### src/rtl/seven_seg_pkg.sv
// Shared constants for the seven-segment scan driver: segment bit positions, mode encodings
// and the nibble-to-glyph table (gfedcba, active-high).
package seven_seg_pkg;

  localparam int unsigned SEG_A  = 0;
  localparam int unsigned SEG_B  = 1;
  localparam int unsigned SEG_C  = 2;
  localparam int unsigned SEG_D  = 3;
  localparam int unsigned SEG_E  = 4;
  localparam int unsigned SEG_F  = 5;
  localparam int unsigned SEG_G  = 6;
  localparam int unsigned SEG_DP = 7;

  localparam logic MODE_RAW = 1'b0;
  localparam logic MODE_HEX = 1'b1;

  localparam logic [6:0] HEX7_TABLE [16] = '{
    7'h3F, 7'h06, 7'h5B, 7'h4F, 7'h66, 7'h6D, 7'h7D, 7'h07,
    7'h7F, 7'h6F, 7'h77, 7'h7C, 7'h39, 7'h5E, 7'h79, 7'h71
  };

  function automatic logic [6:0] hex7(input logic [3:0] nibble);
    return HEX7_TABLE[nibble];
  endfunction

endpackage

### src/rtl/seg_hex_decoder.sv
// Combinational nibble to seven-segment glyph (gfedcba, active-high).
module seg_hex_decoder
  import seven_seg_pkg::*;
(
  input  logic [3:0] i_nibble,
  output logic [6:0] o_segs
);

  assign o_segs = hex7(i_nibble);

endmodule

### src/rtl/seven_seg_scan_mux.sv
// Multiplexed N-digit seven-segment driver with double-buffered inputs, per-digit enable,
// PWM brightness and a blanking guard band at the start of each digit slot.
module seven_seg_scan_mux
  import seven_seg_pkg::*;
#(
  parameter int unsigned NUM_DIGITS     = 4,
  parameter int unsigned REFRESH_DIV    = 200000,
  parameter int unsigned GUARD_CYCLES   = 16,
  parameter int unsigned BRIGHT_BITS    = 4,
  parameter bit          SEG_ACTIVE_LOW = 1'b1,
  parameter bit          AN_ACTIVE_LOW  = 1'b1
) (
  input  logic                    clk,
  input  logic                    reset,
  input  logic                    mode,
  input  logic [8*NUM_DIGITS-1:0] raw_segs,
  input  logic [4*NUM_DIGITS-1:0] hex_value,
  input  logic [NUM_DIGITS-1:0]   dp,
  input  logic [NUM_DIGITS-1:0]   digit_enable,
  input  logic [BRIGHT_BITS-1:0]  brightness,
  input  logic                    load,
  output logic [7:0]              seg,
  output logic [NUM_DIGITS-1:0]   an,
  output logic                    frame_tick
);

  localparam int unsigned PW = (REFRESH_DIV > 1) ? $clog2(REFRESH_DIV) : 1;
  localparam int unsigned DW = (NUM_DIGITS > 1) ? $clog2(NUM_DIGITS) : 1;

  localparam logic [PW-1:0]          P_LAST  = PW'(REFRESH_DIV - 1);
  localparam logic [PW-1:0]          P_GUARD = PW'(GUARD_CYCLES);
  localparam logic [DW-1:0]          D_LAST  = DW'(NUM_DIGITS - 1);
  localparam logic [BRIGHT_BITS-1:0] B_FULL  = '1;

  localparam logic [NUM_DIGITS-1:0] AN_OFF  = {NUM_DIGITS{AN_ACTIVE_LOW}};
  localparam logic [7:0]            SEG_OFF = {8{SEG_ACTIVE_LOW}};

  typedef struct packed {
    logic                            mode;
    logic [NUM_DIGITS-1:0][7:0]      raw;
    logic [NUM_DIGITS-1:0][3:0]      hex;
    logic [NUM_DIGITS-1:0]           dp;
    logic [NUM_DIGITS-1:0]           en;
    logic [BRIGHT_BITS-1:0]          bright;
  } shadow_t;

  logic [PW-1:0]          r_p;
  logic [DW-1:0]          r_d;
  logic [BRIGHT_BITS-1:0] r_q;
  shadow_t                r_pend;
  shadow_t                r_act;
  logic [7:0]             r_seg;
  logic [NUM_DIGITS-1:0]  r_an;
  logic                   r_frame_tick;

  logic                   w_slot_end;
  logic                   w_wrap;
  logic                   w_pwm_on;
  logic                   w_lit;
  logic [6:0]             w_hex_segs;
  logic [7:0]             w_seg_val;
  logic [NUM_DIGITS-1:0]  w_an_onehot;

  assign w_slot_end = (r_p == P_LAST);
  assign w_wrap     = w_slot_end && (r_d == D_LAST);
  assign w_pwm_on   = (r_act.bright == B_FULL) || (r_q < r_act.bright);
  assign w_lit      = (r_p >= P_GUARD) && r_act.en[r_d] && w_pwm_on;

  seg_hex_decoder u_hex_decoder (
    .i_nibble (r_act.hex[r_d]),
    .o_segs   (w_hex_segs)
  );

  always_comb begin
    w_seg_val = r_act.raw[r_d];
    if (r_act.mode == MODE_HEX) begin
      w_seg_val         = {1'b0, w_hex_segs};
      w_seg_val[SEG_DP] = r_act.dp[r_d];
    end
  end

  always_comb begin
    w_an_onehot = '0;
    if (w_lit) w_an_onehot[r_d] = 1'b1;
  end

  // Scan position and PWM phase.
  always_ff @(posedge clk) begin
    if (reset) begin
      r_p <= '0;
      r_d <= '0;
      r_q <= '0;
    end else begin
      r_q <= r_q + 1'b1;
      if (w_slot_end) begin
        r_p <= '0;
        r_d <= w_wrap ? '0 : r_d + 1'b1;
      end else begin
        r_p <= r_p + 1'b1;
      end
    end
  end

  // Pending captures host writes; active only changes at frame boundaries so a frame is
  // never drawn from half-updated data. A load on the wrap cycle lands in the next frame.
  always_ff @(posedge clk) begin
    if (reset) begin
      r_pend <= '0;
      r_act  <= '0;
    end else begin
      if (load) begin
        r_pend.mode   <= mode;
        r_pend.raw    <= raw_segs;
        r_pend.hex    <= hex_value;
        r_pend.dp     <= dp;
        r_pend.en     <= digit_enable;
        r_pend.bright <= brightness;
      end
      if (w_wrap) r_act <= r_pend;
    end
  end

  always_ff @(posedge clk) begin
    if (reset) begin
      r_seg        <= SEG_OFF;
      r_an         <= AN_OFF;
      r_frame_tick <= 1'b0;
    end else begin
      r_seg        <= (w_lit ? w_seg_val : 8'h00) ^ SEG_OFF;
      r_an         <= w_an_onehot ^ AN_OFF;
      r_frame_tick <= w_wrap;
    end
  end

  assign seg        = r_seg;
  assign an         = r_an;
  assign frame_tick = r_frame_tick;

endmodule

### config.mk
export PLATFORM = sky130hd
export DESIGN_NAME = seven_seg_scan_mux
export DESIGN_NICKNAME = d
export VERILOG_FILES = /design/src/rtl/seven_seg_pkg.sv /design/src/rtl/seg_hex_decoder.sv /design/src/rtl/seven_seg_scan_mux.sv
export SDC_FILE = /design/constraint.sdc
export NUM_CORES = 1
export LEC_CHECK = 0
export ABC_AREA = 1
export CAP_MARGIN = 15
export CORE_ASPECT_RATIO = 0.7
export CORE_MARGIN = 1
export CORE_UTILIZATION = 30
export DETAILED_ROUTE_END_ITERATION = 10
export PLACE_DENSITY = 0.54
export SLEW_MARGIN = 20
export SYNTH_ARGS = -nofsm -noshare
export SYNTH_HDL_FRONTEND = slang
export SYNTH_SLANG_ARGS = --single-unit
### constraint.sdc
create_clock -name clk -period 2.3 [get_ports clk]
set_input_delay 0.345 -clock clk [delete_from_list [all_inputs] [get_ports clk]]
set_output_delay 0.345 -clock clk [all_outputs]
set_load 0.1 [all_outputs]
==> impl_metrics.py, run 1 <==
metrics = {
    "status": {
        "status": "complete, no violations",
    },
    "logic_synthesis": {
        "yosysTopAreaCell": "dfxtp_1",
        "synth-async-reset-ratio": 0,
        "avgSynthCellArea_um2": 6.71,
        "syn-instance-count": 1101,
        "synth_edf_count": 0,
        "synth.area.top_cells": "dfxtp_1 43%, nand2_1 12%, inv_1 11%",
        "yosysWarnings": 0,
        "ys_types": 24,
        "yosysMostFrequentCell": "nand2_1",
        "ys.flop_type": "dfxtp_1",
        "ys_seq_area_frac": 0.431,
        "syn-num-nets": 1181,
        "netlist_area_um2": 7390,
        "synth_top_area_frac": 0.431,
        "ys_top_cells_by_count": "232 x nand2_1, 213 x inv_1, 159 x dfxtp_1, 110 x nor2_1, 90 x a21oi_1",
        "synth_seq_cells": 159,
    },
    "cts": {
        "cts.sinks": 159,
        "root_buffer": "clkbuf_16",
        "htree_num_levels": 4,
        "hold_buffers": 0,
        "cts_buffer_depth": 2,
        "clk_latency_ns": 0.43,
        "clkTransAtPathRegs_ns": 0.06,
        "numCtsBuffers": 17,
        "postCtsSetupBuffers": 0,
        "cts_tree": "yes",
        "cts_resized": 0,
    },
    "sta": {
        "fin_ws_ns": 0.336,
        "finalCritPeriodShare": 0.854,
        "tightest_slew_ns": 0.512,
        "hold_viol": 0,
        "min_period_ns": 1.96,
        "fin_skew_ns": 0.0144,
        "slew_headroom": 0.658,
        "setup_viol": 0,
        "fmax_mhz": 509,
        "slew_viol_final": 0,
        "rsz0062_at_grt": "no",
        "tns_ns": 0,
    },
    "worst_setup_path": {
        "path_class": "reg -> reg",
        "r2r_cells": 10,
        "crit-reg2reg-capture": "seg[0]",
        "crit_start": "r_d[1]",
        "cp_max_fo": 13,
        "rrSetupSlack_ns": 0.34,
        "r2r_start": "r_d[1]",
        "critPathCaptureType": "register",
        "crit_end": "seg[0]",
        "crit_required_ns": 2.61,
        "startpoint_type": "register",
        "cp.arrival_ns": 2.28,
    },
    "power": {
        "powerDensity_nw_per_um2": 689,
        "ir_worst_vdd_uv": 569,
        "leakagePower_nw": 3.91,
    },
    "cells_and_area": {
        "final_nets": 1234,
        "drive_gt1_frac": 0.0617,
        "area_delta_synth_final_pct": 22.8,
        "diodes": 0,
    },
    "placement": {
        "gp_congestion": 0.876,
        "dp_hpwl_um": 12700,
        "pre_cts_slack_ns": 0.277,
        "io_buffers": 76,
    },
    "job": {
        "maxCapViolCount": 0,
    },
    "global_routing": {
        "grt_max_degree": 123,
        "grt_pass1_vias": 6028,
        "grt_pass1_wl_um": 31100,
        "antenna_found_initial": 0,
        "grt_overflow": 0,
        "grt_usage": 0.155,
    },
    "floorplan": {
        "io_pins": 77,
        "coreArea_um2": 23900,
        "die-area_um2": 25300,
        "die_h_um": 133,
        "die_w_um": 190,
        "rows": 47,
        "start_util": 0.309,
    },
    "detailed_routing": {
        "vias_per_cell": 4.41,
        "vias": 6550,
        "drc": 0,
        "wl_per_cell_um": 12.5,
        "routed_wl_um": 18500,
        "ant_nets": 0,
        "dr.pass1.iters": 5,
        "drt_iter0_drc": 522,
    },
    "min_path": {
        "min_path_type": "reg -> reg",
    },
}
## through the flow
step / power, W / area [um2] / util / cells / hold slack [ns]
3_5_place_dp: 0.00329 / 8450 / 0.354 / 1453 / 0.450
4_1_cts: 0.00632 / 9070 / 0.380 / 1485 / 0.459
3_3_place_gp: 0.00329 / 8450 / 0.354 / 1453 / 0.445
6_report: 0.00625 / 9070 / 0.380 / 1485 / 0.458
2_1_floorplan: 0.00311 / 7390 / - / 1101 / 0.412
5_1_grt: 0.00652 / 9070 / 0.380 / 1485 / 0.486
## per-layer routing
metal | track usage | vias up | wire length, um
met3 | 0.0400 | 14 | 954
met4 | 0.0466 | 0 | 221
li1 | - | 3526 | -
met2 | 0.205 | 135 | 6870
met5 | 0 | - | 0
met1 | 0.239 | 2875 | 10500
## area by class of cell
cell class              instances  area [um2]
fillers                      2596       14800
flip-flops and latches        159        3180
multi-input cells             663        3150
repair buffers                 95         896
inverters                     218         821
clock buffers                  23         468
well taps                     318         398
clock inverters                 9         158
## worst max-delay path: stages (launching register included)
cell and delay (ns):
dfxtp_1 0.33, clkinv_1 0.36, nand3_1 0.22, nand2_1 0.19, ha_1 0.33, nand3_1 0.13
nand2_1 0.07, nand2_1 0.06, nand2_1 0.06, nand2_1 0.05, nand2_1 0.06
## how the worst min path moves through the flow
| stage | from | to | slack, ns | cells past startpoint |
|---|---|---|---|---|
| floorplan | reset | r_q[0] | 0.41 | 1 |
| global placement | r_pend[14] | r_pend[14] | 0.44 | 2 |
| detailed placement | r_pend[11] | r_pend[11] | 0.45 | 2 |
| CTS | r_pend[11] | r_pend[11] | 0.46 | 2 |
| global route | r_pend[46] | r_pend[46] | 0.49 | 2 |
| finish | r_pend[28] | r_pend[28] | 0.46 | 2 |
## layout by cell type (no fill, tap or decap), drive strengths merged
master and n:
nor3 9, nand3 39, bufinv 4, nand4 65, ha 16, nor2 111, clkbuf 23, dfxtp 159
buf 32, o211ai 1, clkinvlp 2, xnor2 1, clkinv 8, inv 213, clkdlybuf4s50 63, o21ai 89
xor2 5, nand2 233, or2 4, a21oi 90
## sequential cells by signal, indices dropped and copies added, names as in the netlist
register	count
r_act	61
r_pend	61
r_p	18
seg	8
an	4
r_q	4
r_d	2
frame_tick	1
## power by group
group	total [W]	internal (W)	leakage (nW)	switching [W]
Combinational	0.000366	0.000172	2.32	0.000195
Clock	0.00302	0.00188	0.298	0.00115
Sequential	0.00286	0.00284	1.30	0.0000241
Total	0.00625	0.00489	3.91	0.00136
## kinds of logic after synthesis
logic type	count (synthesis)	share of synthesized area
XOR/XNOR	6	0.00711
buffers and inverters	279	0.144
adder cells (fa/ha/maj)	16	0.0271
AO/OA/AOI/OAI	180	0.122
flip-flops	159	0.431
AND/OR/NAND/NOR	461	0.268
No activity file was read; power rests on OpenSTA's default activity.
==> run 2, diff against run 1 <==
- CELL_PAD_IN_SITES_DETAIL_PLACEMENT: default -> 0
- CELL_PAD_IN_SITES_GLOBAL_PLACEMENT: default -> 1
- PLACE_DENSITY: 0.54 -> 0.68
==> impl_metrics.py, run 2 (same netlist as run 1, synthesis figures left out) <==
metrics = {
    "sta": {
        "fin_hold_ws_ns": 0.456,
        "fmax_mhz": 513,
        "min_period_ns": 1.95,
        "tightest_slew_ns": 0.488,
        "slew_headroom": 0.675,
        "fin_skew_ns": 0.00852,
        "hold_viol": 0,
        "tns_ns": 0,
        "rsz0062_at_grt": "no",
        "slew_viol_final": 0,
        "setup_viol": 0,
        "finalCritPeriodShare": 0.847,
    },
    "power": {
        "powerDensity_nw_per_um2": 689,
        "ir_worst_vdd_uv": 558,
        "leakagePower_nw": 3.94,
        "finalPower_w": 0.00629,
    },
    "global_routing": {
        "grt_pass1_wl_um": 31400,
        "grt_overflow": 0,
        "antenna_found_initial": 0,
        "grt_usage": 0.157,
        "grt_max_degree": 75,
        "grt_pass1_vias": 6149,
    },
    "floorplan": {
        "rows": 47,
        "start_util": 0.309,
        "die_w_um": 190,
        "die-area_um2": 25300,
        "coreArea_um2": 23900,
        "io_pins": 77,
        "die_h_um": 133,
    },
    "detailed_routing": {
        "topRoutingLayerUsed": "met4",
        "drc": 0,
        "vias_per_cell": 4.37,
        "ant_nets": 0,
        "wl_per_cell_um": 12.6,
        "met3_wirelength_um": 868,
        "drt_iter0_drc": 381,
        "dr_wl_met2_um": 7060,
        "wl_met1_um": 10700,
        "routed_wl_um": 18800,
        "vias": 6502,
        "dr.pass1.iters": 5,
    },
    "cells_and_area": {
        "final_cell_mix": "232 x nand2_1, 212 x inv_1, 159 x dfxtp_1, 110 x nor2_1, 90 x a21oi_1",
        "drive_gt1_frac": 0.0675,
        "reg_top3": "r_act x61, r_pend x61, r_p x18",
        "area_delta_synth_final_pct": 23.6,
        "diodes": 0,
        "final_nets": 1238,
        "final_area_um2": 9130,
        "layout_commonest_cell": "nand2_1",
    },
    "worst_setup_path": {
        "cp_max_fo": 12,
        "path_class": "reg -> reg",
        "max_stage_delay_ns": 0.35,
        "crit_path_frequent_cell": "nand2_1",
        "startpoint_type": "register",
        "critPathCaptureType": "register",
        "crit_required_ns": 2.60,
        "cp.arrival_ns": 2.25,
        "path_cells": "inv_1 > nand2_1 > nand3_1 > nand2_1 > ha_1 > nand3_1 > nor2_1 > nor2_1 > nand2_1 > nand2_1 > nand2_1",
        "cpMaxStageDelayCell": "ha_1",
    },
    "cts": {
        "cts.sinks": 159,
        "htree_num_levels": 4,
        "cts_resized": 0,
        "root_buffer": "clkbuf_16",
        "numCtsBuffers": 17,
        "cts_tree": "yes",
        "clkTransAtPathRegs_ns": 0.07,
        "hold_buffers": 0,
        "postCtsSetupBuffers": 0,
        "clk_latency_ns": 0.43,
        "cts_buffer_depth": 2,
    },
    "placement": {
        "dp_hpwl_um": 13200,
        "gp_congestion": 0.798,
        "io_buffers": 76,
        "place_area_um2": 8490,
    },
    "status": {
        "status": "complete, no violations",
    },
    "min_path": {
        "min_path_type": "reg -> reg",
    },
    "job": {
        "maxCapViolCount": 0,
    },
}
run 2: changes by cell type in the layout (fill, tap and decap cells not counted), sizes merged:
cell / change
inv: +2
clkbuf: -3
buf: +4
clkinvlp: +1
run 2: worst max-delay path: cells and delay by family (launching register included):
kind	cells	cell delay [ns]
adders and majority gates	1	0.35
buffers and inverters	1	0.31
DFF	1	0.31
and+or+nand+nor	9	0.85
run 2: metal layers:
layer | up-vias | GRT usage
met5 | - | 0
li1 | 3545 | -
met1 | 2825 | 0.247
met3 | 13 | 0.0337
met4 | 0 | 0.0417
met2 | 119 | 0.209
run 2: where the power goes:
group | internal, W | leakage (nW) | switching (W)
clock | 0.00188 | 0.303 | 0.00118
combinational | 0.000172 | 2.34 | 0.000192
sequential | 0.00284 | 1.30 | 0.0000245
total | 0.00489 | 3.94 | 0.00140
run 2: final cells by class:
cell class	count	area, um2
fill	2589	14700
sequential	159	3180
multi-input combinational	663	3150
timing repair buffer	99	938
inverter	218	821
clock buffer	20	457
tap	318	398
clock inverter	12	183
run 2: final timing paths:
kind	cells past startpoint	slack [ns]	end	startpoint
max	11	0.35	seg[1]	r_d[0]
min	2	0.46	r_pend[10]	r_pend[10]
max reg2reg	11	0.35	seg[1]	r_d[0]
min reg2reg	2	0.46	r_pend[10]	r_pend[10]
run 2: per-stage QoR:
step                      cells  utilization  setup WS [ns]
after CTS                  1489        0.382          0.364
after global placement     1457        0.356          0.350
after detailed placement   1457        0.356          0.312
after floorplan            1101            -          0.549
final                      1489        0.382          0.352
after global routing       1489        0.382         0.0871
